`src/rtl/spine_pkg.sv`:
```
// spine_pkg
//   Shared definitions for the spine output-port arbiter:
//   - arbiter FSM state enum (IDLE, BUSY)
//   - default requester count, grant index width, burst limit
//   - saturating 16-bit increment helper used by the optional
//     per-requester grant statistics (SPINE_ARB_STATS_EN)
package spine_pkg;

   localparam int unsigned SPINE_NUM_REQ   = 11;
   localparam int unsigned SPINE_IDX_W     = 4;
   localparam int unsigned SPINE_MAX_BURST = 8;
   localparam int unsigned SPINE_STAT_W    = 16;

   typedef enum logic {
      IDLE = 1'b0,
      BUSY = 1'b1
   } arb_state_e;

   function automatic logic [SPINE_STAT_W-1:0] sat_inc16(input logic [SPINE_STAT_W-1:0] v);
      return (v == '1) ? v : v + SPINE_STAT_W'(1);
   endfunction

endpackage

```
`src/rtl/rr_pick.sv`:
```
// rr_pick
//   Combinational rotating-priority search: returns the first set bit of
//   req at or after rr_ptr, wrapping modulo NUM_REQ.
//   Ports:
//     req    in  NUM_REQ  request vector
//     rr_ptr in  IDX_W    search start position (always < NUM_REQ)
//     found  out 1        any request bit set
//     idx    out IDX_W    index of the selected requester, 0 when none
module rr_pick
   import spine_pkg::*;
#(
   parameter int unsigned NUM_REQ = SPINE_NUM_REQ,
   parameter int unsigned IDX_W   = SPINE_IDX_W
) (
   input  logic [NUM_REQ-1:0] req,
   input  logic [IDX_W-1:0]   rr_ptr,
   output logic               found,
   output logic [IDX_W-1:0]   idx
);

   localparam int unsigned DW = 2 * NUM_REQ;

   logic [DW-1:0] rot;
   logic [DW-1:0] sh;
   int unsigned   pos;

   // Doubling req and shifting by rr_ptr puts the wrapped search order at
   // bits [NUM_REQ-1:0], so a plain lowest-first scan does the rotation.
   always_comb begin
      rot   = {req, req} >> rr_ptr;
      sh    = '0;
      pos   = 0;
      found = 1'b0;
      idx   = '0;
      for (int unsigned i = 0; i < NUM_REQ; i++) begin
         sh = rot >> i;
         if (!found && sh[0]) begin
            found = 1'b1;
            pos   = 32'(rr_ptr) + i;
            if (pos >= NUM_REQ) begin
               pos = pos - NUM_REQ;
            end
            idx = IDX_W'(pos);
         end
      end
   end

endmodule

```
`src/rtl/spine_port_arbiter.sv`:
```
// spine_port_arbiter
//   Round-robin arbiter granting one spine output port to one of NUM_REQ
//   input ports. A grant is held for a packet (until last), for at most
//   MAX_BURST accepted flits, or until the owner drops its request.
//   Ports:
//     clk          in  1        rising-edge clock
//     reset        in  1        asynchronous, active-low reset
//     req          in  NUM_REQ  per-requester flit valid
//     last         in  NUM_REQ  per-requester end-of-packet, qualified by req
//     out_full     in  1        output FIFO full; stalls the granted flow
//     grant        out NUM_REQ  registered one-hot grant
//     grant_valid  out 1        a grant is held
//     grant_idx    out IDX_W    granted requester index, 0 when idle
//     xfer         out 1        flit accepted this cycle (combinational)
//   Optional (macro SPINE_ARB_STATS_EN):
//     stat_sel     in  IDX_W    statistics counter select
//     stat_cnt     out 16       completed-grant count of stat_sel, 0 if out of range
module spine_port_arbiter
   import spine_pkg::*;
#(
   parameter int unsigned NUM_REQ   = SPINE_NUM_REQ,
   parameter int unsigned IDX_W     = SPINE_IDX_W,
   parameter int unsigned MAX_BURST = SPINE_MAX_BURST
) (
   input  logic               clk,
   input  logic               reset,
   input  logic [NUM_REQ-1:0] req,
   input  logic [NUM_REQ-1:0] last,
   input  logic               out_full,
   output logic [NUM_REQ-1:0] grant,
   output logic               grant_valid,
   output logic [IDX_W-1:0]   grant_idx,
   output logic               xfer
`ifdef SPINE_ARB_STATS_EN
   ,
   input  logic [IDX_W-1:0]   stat_sel,
   output logic [15:0]        stat_cnt
`endif
);

   localparam int unsigned CNT_W = ($clog2(MAX_BURST) > 4) ? $clog2(MAX_BURST) : 4;

   arb_state_e         state_q, state_d;
   logic [NUM_REQ-1:0] grant_q, grant_d;
   logic [IDX_W-1:0]   idx_q,   idx_d;
   logic [CNT_W-1:0]   cnt_q,   cnt_d;
   logic [IDX_W-1:0]   ptr_q,   ptr_d;

   logic               pick_found;
   logic [IDX_W-1:0]   pick_idx;
   logic               busy;
   logic               req_sel;
   logic               last_sel;
   logic               burst_end;
   logic               finish;
   logic               abandon;

   rr_pick #(
      .NUM_REQ (NUM_REQ),
      .IDX_W   (IDX_W)
   ) u_pick (
      .req    (req),
      .rr_ptr (ptr_q),
      .found  (pick_found),
      .idx    (pick_idx)
   );

   // grant_q is one-hot (or zero), so masking with it selects the owner's
   // req/last bits without an index into the request vectors.
   assign busy      = (state_q == BUSY);
   assign req_sel   = |(req & grant_q);
   assign last_sel  = |(last & grant_q);
   assign xfer      = busy & req_sel & ~out_full;
   assign burst_end = last_sel | (cnt_q == CNT_W'(MAX_BURST - 1));
   assign finish    = xfer & burst_end;
   assign abandon   = busy & ~req_sel;

   assign grant       = grant_q;
   assign grant_valid = busy;
   assign grant_idx   = idx_q;

   always_comb begin
      state_d = state_q;
      grant_d = grant_q;
      idx_d   = idx_q;
      cnt_d   = cnt_q;
      ptr_d   = ptr_q;
      case (state_q)
         IDLE: begin
            if (pick_found) begin
               state_d = BUSY;
               grant_d = NUM_REQ'(1) << pick_idx;
               idx_d   = pick_idx;
               cnt_d   = '0;
            end
         end
         BUSY: begin
            if (finish || abandon) begin
               state_d = IDLE;
               grant_d = '0;
               idx_d   = '0;
               cnt_d   = '0;
               ptr_d   = (32'(idx_q) == NUM_REQ - 1) ? '0 : idx_q + IDX_W'(1);
            end else if (xfer) begin
               cnt_d = cnt_q + CNT_W'(1);
            end
         end
      endcase
   end

   always_ff @(posedge clk or negedge reset) begin
      if (!reset) begin
         state_q <= IDLE;
         grant_q <= '0;
         idx_q   <= '0;
         cnt_q   <= '0;
         ptr_q   <= '0;
      end else begin
         state_q <= state_d;
         grant_q <= grant_d;
         idx_q   <= idx_d;
         cnt_q   <= cnt_d;
         ptr_q   <= ptr_d;
      end
   end

`ifdef SPINE_ARB_STATS_EN
   logic [15:0] stat_q [NUM_REQ];

   // Only completed grants (last or burst limit) are counted; abandons are not.
   always_ff @(posedge clk or negedge reset) begin
      if (!reset) begin
         for (int unsigned i = 0; i < NUM_REQ; i++) begin
            stat_q[i] <= '0;
         end
      end else if (finish) begin
         for (int unsigned i = 0; i < NUM_REQ; i++) begin
            if (32'(idx_q) == i) begin
               stat_q[i] <= sat_inc16(stat_q[i]);
            end
         end
      end
   end

   always_comb begin
      stat_cnt = '0;
      for (int unsigned i = 0; i < NUM_REQ; i++) begin
         if (32'(stat_sel) == i) begin
            stat_cnt = stat_q[i];
         end
      end
   end
`else
   // Statistics counters are not built in this configuration.
`endif

endmodule

```
`config.mk`:
```
export PLATFORM = sky130hd
export DESIGN_NAME = spine_port_arbiter
export DESIGN_NICKNAME = d
export VERILOG_FILES = /design/src/rtl/spine_pkg.sv /design/src/rtl/rr_pick.sv /design/src/rtl/spine_port_arbiter.sv
export SDC_FILE = /design/constraint.sdc
export NUM_CORES = 1
export LEC_CHECK = 0
export BUFFER_PORTS_ARGS = -buffer_cell sky130_fd_sc_hd__buf_2
export CAP_MARGIN = 25
export CORE_ASPECT_RATIO = 2
export CORE_UTILIZATION = 40
export CTS_BUF_LIST = sky130_fd_sc_hd__clkbuf_8
export CTS_CLUSTER_DIAMETER = 150
export DETAILED_ROUTE_END_ITERATION = 16
export GPL_TIMING_DRIVEN = 0
export SYNTH_ARGS = -nofsm -noshare
export SYNTH_HDL_FRONTEND = slang
export SYNTH_SLANG_ARGS = --single-unit
```
`constraint.sdc`:
```
create_clock -name clk -period 3.6 [get_ports clk]
set_input_delay 0.72 -clock clk [delete_from_list [all_inputs] [get_ports clk]]
set_output_delay 0.72 -clock clk [all_outputs]
set_load 0.005 [all_outputs]
```
==> summary.txt, run 1 <==
Drt
  • Routed len/inst: 25.8 um
  • First-pass DRT Iterations: 6
  • Via density: 6.94
  • Routed via count: 5,232
  • DRC errors left: 0
  • Detailed Route WL: 19,500 um
  • DR iter-0 viols: 558
  • ANT nets after route: 0

Critical path
  • Critical path cell sequence: clkbuf_8, inv_4, buf_8, buf_12, ha_4, a21o_4, nand2_1, a211oi_1, a21o_1, a221oi_2, o221ai_2, o221ai_2, buf_4, a21boi_2, and2_2, a32o_1
  • CP max-delay cell: dfrtp_2
  • Critical path launch point type: flop
  • Max incr delay on CP: 470 ps
  • Critical Path Sink Type: flop
  • Critical Path AT: 3750 ps
  • Required @ worst endpoint: 3770 ps
  • Most frequent CP cell: o221ai_2
  • Crit-path max FO: 16
  • Register-to-Register Path Depth: 16
  • Crit path kind: reg2reg

Clock network
  • Post-CTS Hold Buffers: 0
  • Worst-Skew Late Latency: 280 ps
  • Clock-pin slew on the worst setup and hold paths: 90 ps
  • Max clock buf depth: 2
  • CTS tree: done
  • Root Buffer Master: clkbuf_8
  • CTS H-tree depth: 1
  • Num CTS Buffers: 3
  • Num Clock Sinks: 24

Synthesis
  • Most common flop cell mapped by yosys: dfrtp_1
  • Async SR Flop Fraction: 100%
  • Post-synth cell types: 77
  • Sequential share of the synthesized area: 13.9%
  • Syn avg cell area: 7.75 um^2
  • Leading area contributor after synthesis: dfrtp_1
  • Syn Inst Count: 559
  • Area contributors post-synth: dfrtp_1, mux4_2, mux2i_1
  • Netlist Area Pre-Place: 4330 um^2
  • Mapped Nets: 601
  • Post-synth EDFFs: 0
  • Top cell type's share of synthesized area: 13.9%
  • Ys Warns: 0
  • #FFs+latches synth: 24

Die
  • Core area: 10,500 um^2
  • IO Count: 42
  • Chip width: 75.6 um
  • Die Y: 149 um
  • Die Area: 11,300 um^2
  • Row count: 53
  • Starting Density: 41.1%

Global route
  • GRT overflow: 0
  • Vias in the first global route: 5,231
  • Pin count of the biggest net entering global routing: 25
  • Total global-route track usage: 35.9%
  • First-pass GRT wire length: 29,700 um
  • Antenna violations before repair: 0

Placed design
  • PortBufs: 39
  • RD Place Congestion: 1.02
  • Post-detail-place hpwl: 14,700 um

Finish
  • Antenna Cells: 0
  • Most common cell after layout, fill and taps aside: nand2_1
  • Most frequent cells in the layout: nand2_1, buf_2, o21ai_0
  • Layout cells sized above 1: 33.4%
  • Nets@finish: 660
  • Layout area overhead: 26.2%

Timing
  • Worst-margin pin slew: 671 ps
  • Clock skew: 2.73 ps
  • Final Slew Violations: 0
  • Fin. Hold Viols: 0
  • Final setup TNS: 0 ps
  • Final setup vio count: 0
  • Final min period: 3580 ps
  • Fin crit share: 99.4%
  • Rel. slew slack: 55.0%
  • Fmax: 0.279 GHz
  • Unrepaired setup endpoints after global routing: yes

Run status
  • Status: finished clean

Worst hold path
  • Worst hold path type: in2async

Flow run
  • Max-Cap Viols: 0
-- critical path: cells and delay by family (launching register included) --
| family | cells | cell delay, ps |
|---|---|---|
| adder cells (fa/ha/maj) | 1 | 250 |
| buffers and inverters | 5 | 870 |
| flip-flops | 1 | 470 |
| AND/OR/NAND/NOR | 2 | 300 |
| AO/OA/AOI/OAI | 8 | 1570 |
-- cells in the mapped netlist (11+ instances only) --
cell type  instances
clkbuf_1          18
nand2_1           52
nand3_1           20
a211oi_1          11
ha_1              17
xnor2_1           21
dfrtp_1           24
a21o_1            15
mux2i_1           22
a21oi_1           34
o21ai_0           39
nor2_1            36
mux2_2            13
a22oi_1           11
nor2b_1           11
a22o_1            13
mux4_2            11
-- metrics by stage --
step | std cells | cell area, um^2 | setup slack [ps] | hold slack [ps] | util [%]
2_1_floorplan | 559 | 4340 | 10.6 | 424 | -
3_3_place_gp | 735 | 4710 | -1240 | 459 | 44.7
3_5_place_dp | 735 | 4710 | -1270 | 482 | 44.7
4_1_cts | 746 | 5190 | 0.443 | 437 | 49.2
5_1_grt | 754 | 5470 | -75.4 | 460 | 51.9
6_report | 754 | 5470 | 20.6 | 424 | 51.9
-- worst paths after layout --
check,end,slack [ps],startpoint
setup / recovery,grant[5]$_DFFE_PN0P_,20,ptr_q[2]$_DFFE_PN0P_
hold / removal,grant[0]$_DFFE_PN0P_,420,reset
max in group asynchronous,ptr_q[2]$_DFFE_PN0P_,2770,reset
hold reg to reg,cnt_q[3]$_DFFE_PN0P_,500,cnt_q[3]$_DFFE_PN0P_
setup reg to reg,grant[5]$_DFFE_PN0P_,20,ptr_q[2]$_DFFE_PN0P_
min in group clk,cnt_q[3]$_DFFE_PN0P_,500,cnt_q[3]$_DFFE_PN0P_
-- logic make-up after synthesis --
| group | after synthesis | share of synthesized area, % |
|---|---|---|
| AOI/OAI and AO/OA | 218 | 35.8 |
| and+or+nand+nor | 183 | 21.7 |
| buffers and inverters | 46 | 4.50 |
| muxes | 46 | 14.2 |
| xor gates and xnor gates | 25 | 5.05 |
| DFF | 24 | 13.9 |
| adders and majority gates | 17 | 4.91 |
-- metal layers --
layer | part of all wire, % | vias to the layer above | GRT usage (%)
li1 | - | 2283 | -
met1 | 33 | 2548 | 35.9
met2 | 53 | 294 | 63.9
met3 | 5.5 | 107 | 5.81
met4 | 8.8 | 0 | 25.8
met5 | 0 | - | 0
-- final cells by class --
| class | instances | area (um^2) |
|---|---|---|
| buffer | 31 | 244 |
| clock buffer | 3 | 41.3 |
| clock inverter | 1 | 30.0 |
| fill | 997 | 5070 |
| inverter | 12 | 61.3 |
| multi-input combinational | 489 | 3980 |
| sequential | 24 | 606 |
| tap | 137 | 171 |
| timing repair buffer | 57 | 334 |
-- sequential cells by signal, indices dropped and copies added (netlist names) --
name	flops
grant	11
grant_idx	4
ptr_q	4
grant_valid	1
cnt_q	4
-- timing repair --
action | 4_1_cts | 5_1_grt
buffers inserted | 10 | 8
resized for setup | 96 | 60
gates cloned | 0 | 0
pin swaps | 8 | 12
hold endpoints to repair | 0 | 0
setup endpoints to repair | 20 | 14
Power of run 1 is left out: the tool's default activity adds up to more than one toggle a clock period on the data nets, which glitch-free logic cannot reach.
==> inputs of run 2 (changes only) <==
- CELL_PAD_IN_SITES_DETAIL_PLACEMENT: unset -> 1
- CELL_PAD_IN_SITES_GLOBAL_PLACEMENT: unset -> 2
- CORE_ASPECT_RATIO: 2 -> unset
- CORE_UTILIZATION: 40 -> 33
- PLACE_DENSITY_LB_ADDON: unset -> 0.1
==> summary.txt, run 2 (synthesized netlist as in run 1, its figures left out) <==
Run status
  • Status: finished clean

Clock network
  • Root Buffer Master: clkbuf_8
  • Worst-Skew Late Latency: 270 ps (about the same)
  • Num Clock Sinks: 24 (unchanged)
  • CTS H-tree depth: 1 (unchanged)
  • Num CTS Buffers: 3 (unchanged)
  • Clock-pin slew on the worst setup and hold paths: 90 ps (about the same)
  • CTS tree: done
  • Max clock buf depth: 2 (unchanged)
  • Post-CTS Hold Buffers: 0 (unchanged)

Die
  • Chip width: 117 um (+54%)
  • Die Area: 13,600 um^2 (+21%)
  • Die Y: 117 um (-22%)
  • IO Count: 42 (unchanged)
  • Row count: 41 (-23%)
  • Starting Density: 34.1% (-7.0 points)
  • Core area: 12,700 um^2 (+21%)

Timing
  • Fin. Hold Viols: 0 (unchanged)
  • Clock skew: 8.04 ps (+5.31 ps)
  • Fmax: 0.284 GHz (+1.8%)
  • Final min period: 3520 ps (-64.3 ps)
  • Unrepaired setup endpoints after global routing: yes
  • Hold WS: 433 ps (+8.69 ps)
  • Worst setup margin: 84.9 ps (+64.3 ps)
  • Fin crit share: 97.6% (-1.8 points)
  • Rel. slew slack: 53.9% (-1.1 points)
  • Final setup vio count: 0 (unchanged)
  • Worst-margin pin slew: 687 ps (+16.1 ps)
  • Final Slew Violations: 0 (unchanged)
  • Final setup TNS: 0 ps (unchanged)

Drt
  • Detailed Route WL: 19,500 um (+0.29%)
  • Routed len/inst: 24.4 um (-5.4%)
  • DR iter-0 viols: 374 (-33%)
  • ANT nets after route: 0 (unchanged)
  • Routed via count: 5,081 (-2.9%)
  • Via density: 6.36 (-8.4%)
  • First-pass DRT Iterations: 4 (-2)
  • DRC errors left: 0 (unchanged)

Finish
  • Most frequent cells in the layout: nand2_1, buf_2, o21ai_0
  • Footprint of the multi-input gates: 3900 um^2 (-2.1%)
  • Register area: 606 um^2 (unchanged)
  • Most common cell after layout, fill and taps aside: nand2_1
  • Non-Filler Instances: 799 (+6.0%)
  • Nets@finish: 670 (+1.5%)
  • Layout cells sized above 1: 32.7% (-0.69 points)
  • Layout area overhead: 26.6%
  • Flip-flop count of the largest register after layout: 11 (unchanged)
  • Antenna Cells: 0 (unchanged)
  • Fillcell total: 1,605 (+61%)

Critical path
  • Critical Path AT: 3730 ps (-20 ps)
  • Critical path launch point type: flop
  • Register-to-Register Path Depth: 13 (-3)
  • Reg2reg setup slack: 80 ps (+60 ps)
  • Required @ worst endpoint: 3820 ps (+50 ps)
  • Crit path to: grant[4]$_DFFE_PN0P_
  • Critical Path Sink Type: flop
  • Crit-path max FO: 4 (-12)
  • Crit path kind: reg2reg
  • Worst setup path start: ptr_q[1]$_DFFE_PN0P_
  • FF-to-FF End: grant[4]$_DFFE_PN0P_
  • RR Startpoint: ptr_q[1]$_DFFE_PN0P_

Global route
  • First-pass GRT wire length: 29,800 um (+0.19%)
  • GRT overflow: 0 (unchanged)
  • Total global-route track usage: 29.3% (-6.7 points)
  • Antenna violations before repair: 0 (unchanged)
  • Vias in the first global route: 5,006 (-4.3%)
  • Pin count of the biggest net entering global routing: 25 (unchanged)

Worst hold path
  • Worst hold path type: in2async

Placed design
  • Pre-CTS WS: -1390 ps (-115 ps)
  • PortBufs: 39 (unchanged)
  • Post-detail-place hpwl: 14,600 um (-0.76%)
  • Dpl cells: 770 (+4.8%)
  • RD Place Congestion: 0.916 (-10%)

Flow run
  • Max-Cap Viols: 0 (unchanged)
[run 2: stage by stage]
stage	utilization, %	cell area, um^2
floorplan	-	4340
global placement	37.4	4750
detailed placement	37.4	4750
CTS	40.7	5180
global route	43.1	5490
finish	43.1	5490
[run 2: worst min path at each step]
stage	startpoint	to	slack [ps]	cells after the start
floorplan	reset	cnt_q[0]$_DFFE_PN0P_	420	0
global placement	cnt_q[3]$_DFFE_PN0P_	cnt_q[3]$_DFFE_PN0P_	460	1
detailed placement	cnt_q[3]$_DFFE_PN0P_	cnt_q[3]$_DFFE_PN0P_	460	1
CTS	reset	grant_idx[2]$_DFFE_PN0P_	440	1
global route	reset	cnt_q[2]$_DFFE_PN0P_	460	1
finish	reset	ptr_q[2]$_DFFE_PN0P_	430	1
[run 2: worst max-delay path, cell delays in order (launching register included)]
cell	delay (ps)
dfrtp_2	480
buf_6	140
mux4_2	530
a222oi_1	400
buf_4	190
nand2b_4	110
nor3b_4	280
buf_4	170
nand4_1	160
o211ai_1	280
a32oi_2	100
nor3_4	210
a21boi_4	250
a22o_1	150
[run 2: layer usage]
metal | part of all wire, % | wire length, um | global-route usage (%)
met5 | 0 | 0 | 0
met4 | 4.2 | 811 | 12.5
met3 | 5.4 | 1060 | 3.63
met2 | 46 | 8940 | 46.2
met1 | 45 | 8710 | 40.2
[run 2: layout make-up]
class,instances,share of cell area (%)
Buffer,31,4.15
Clock buffer,3,0.753
Clock inverter,1,0.547
Inverter,12,1.03
Multi-Input combinational cell,489,71.0
Sequential cell,24,11.0
Tap cell,172,3.92
Timing Repair Buffer,67,7.53
[run 2: repair_timing]
action | 4_1_cts | 5_1_grt
pin swaps | 7 | 17
setup buffers | 15 | 13
endpoints found under the setup margin | 20 | 14
gates resized for setup | 77 | 61
Power of run 2 is left out for the same reason.
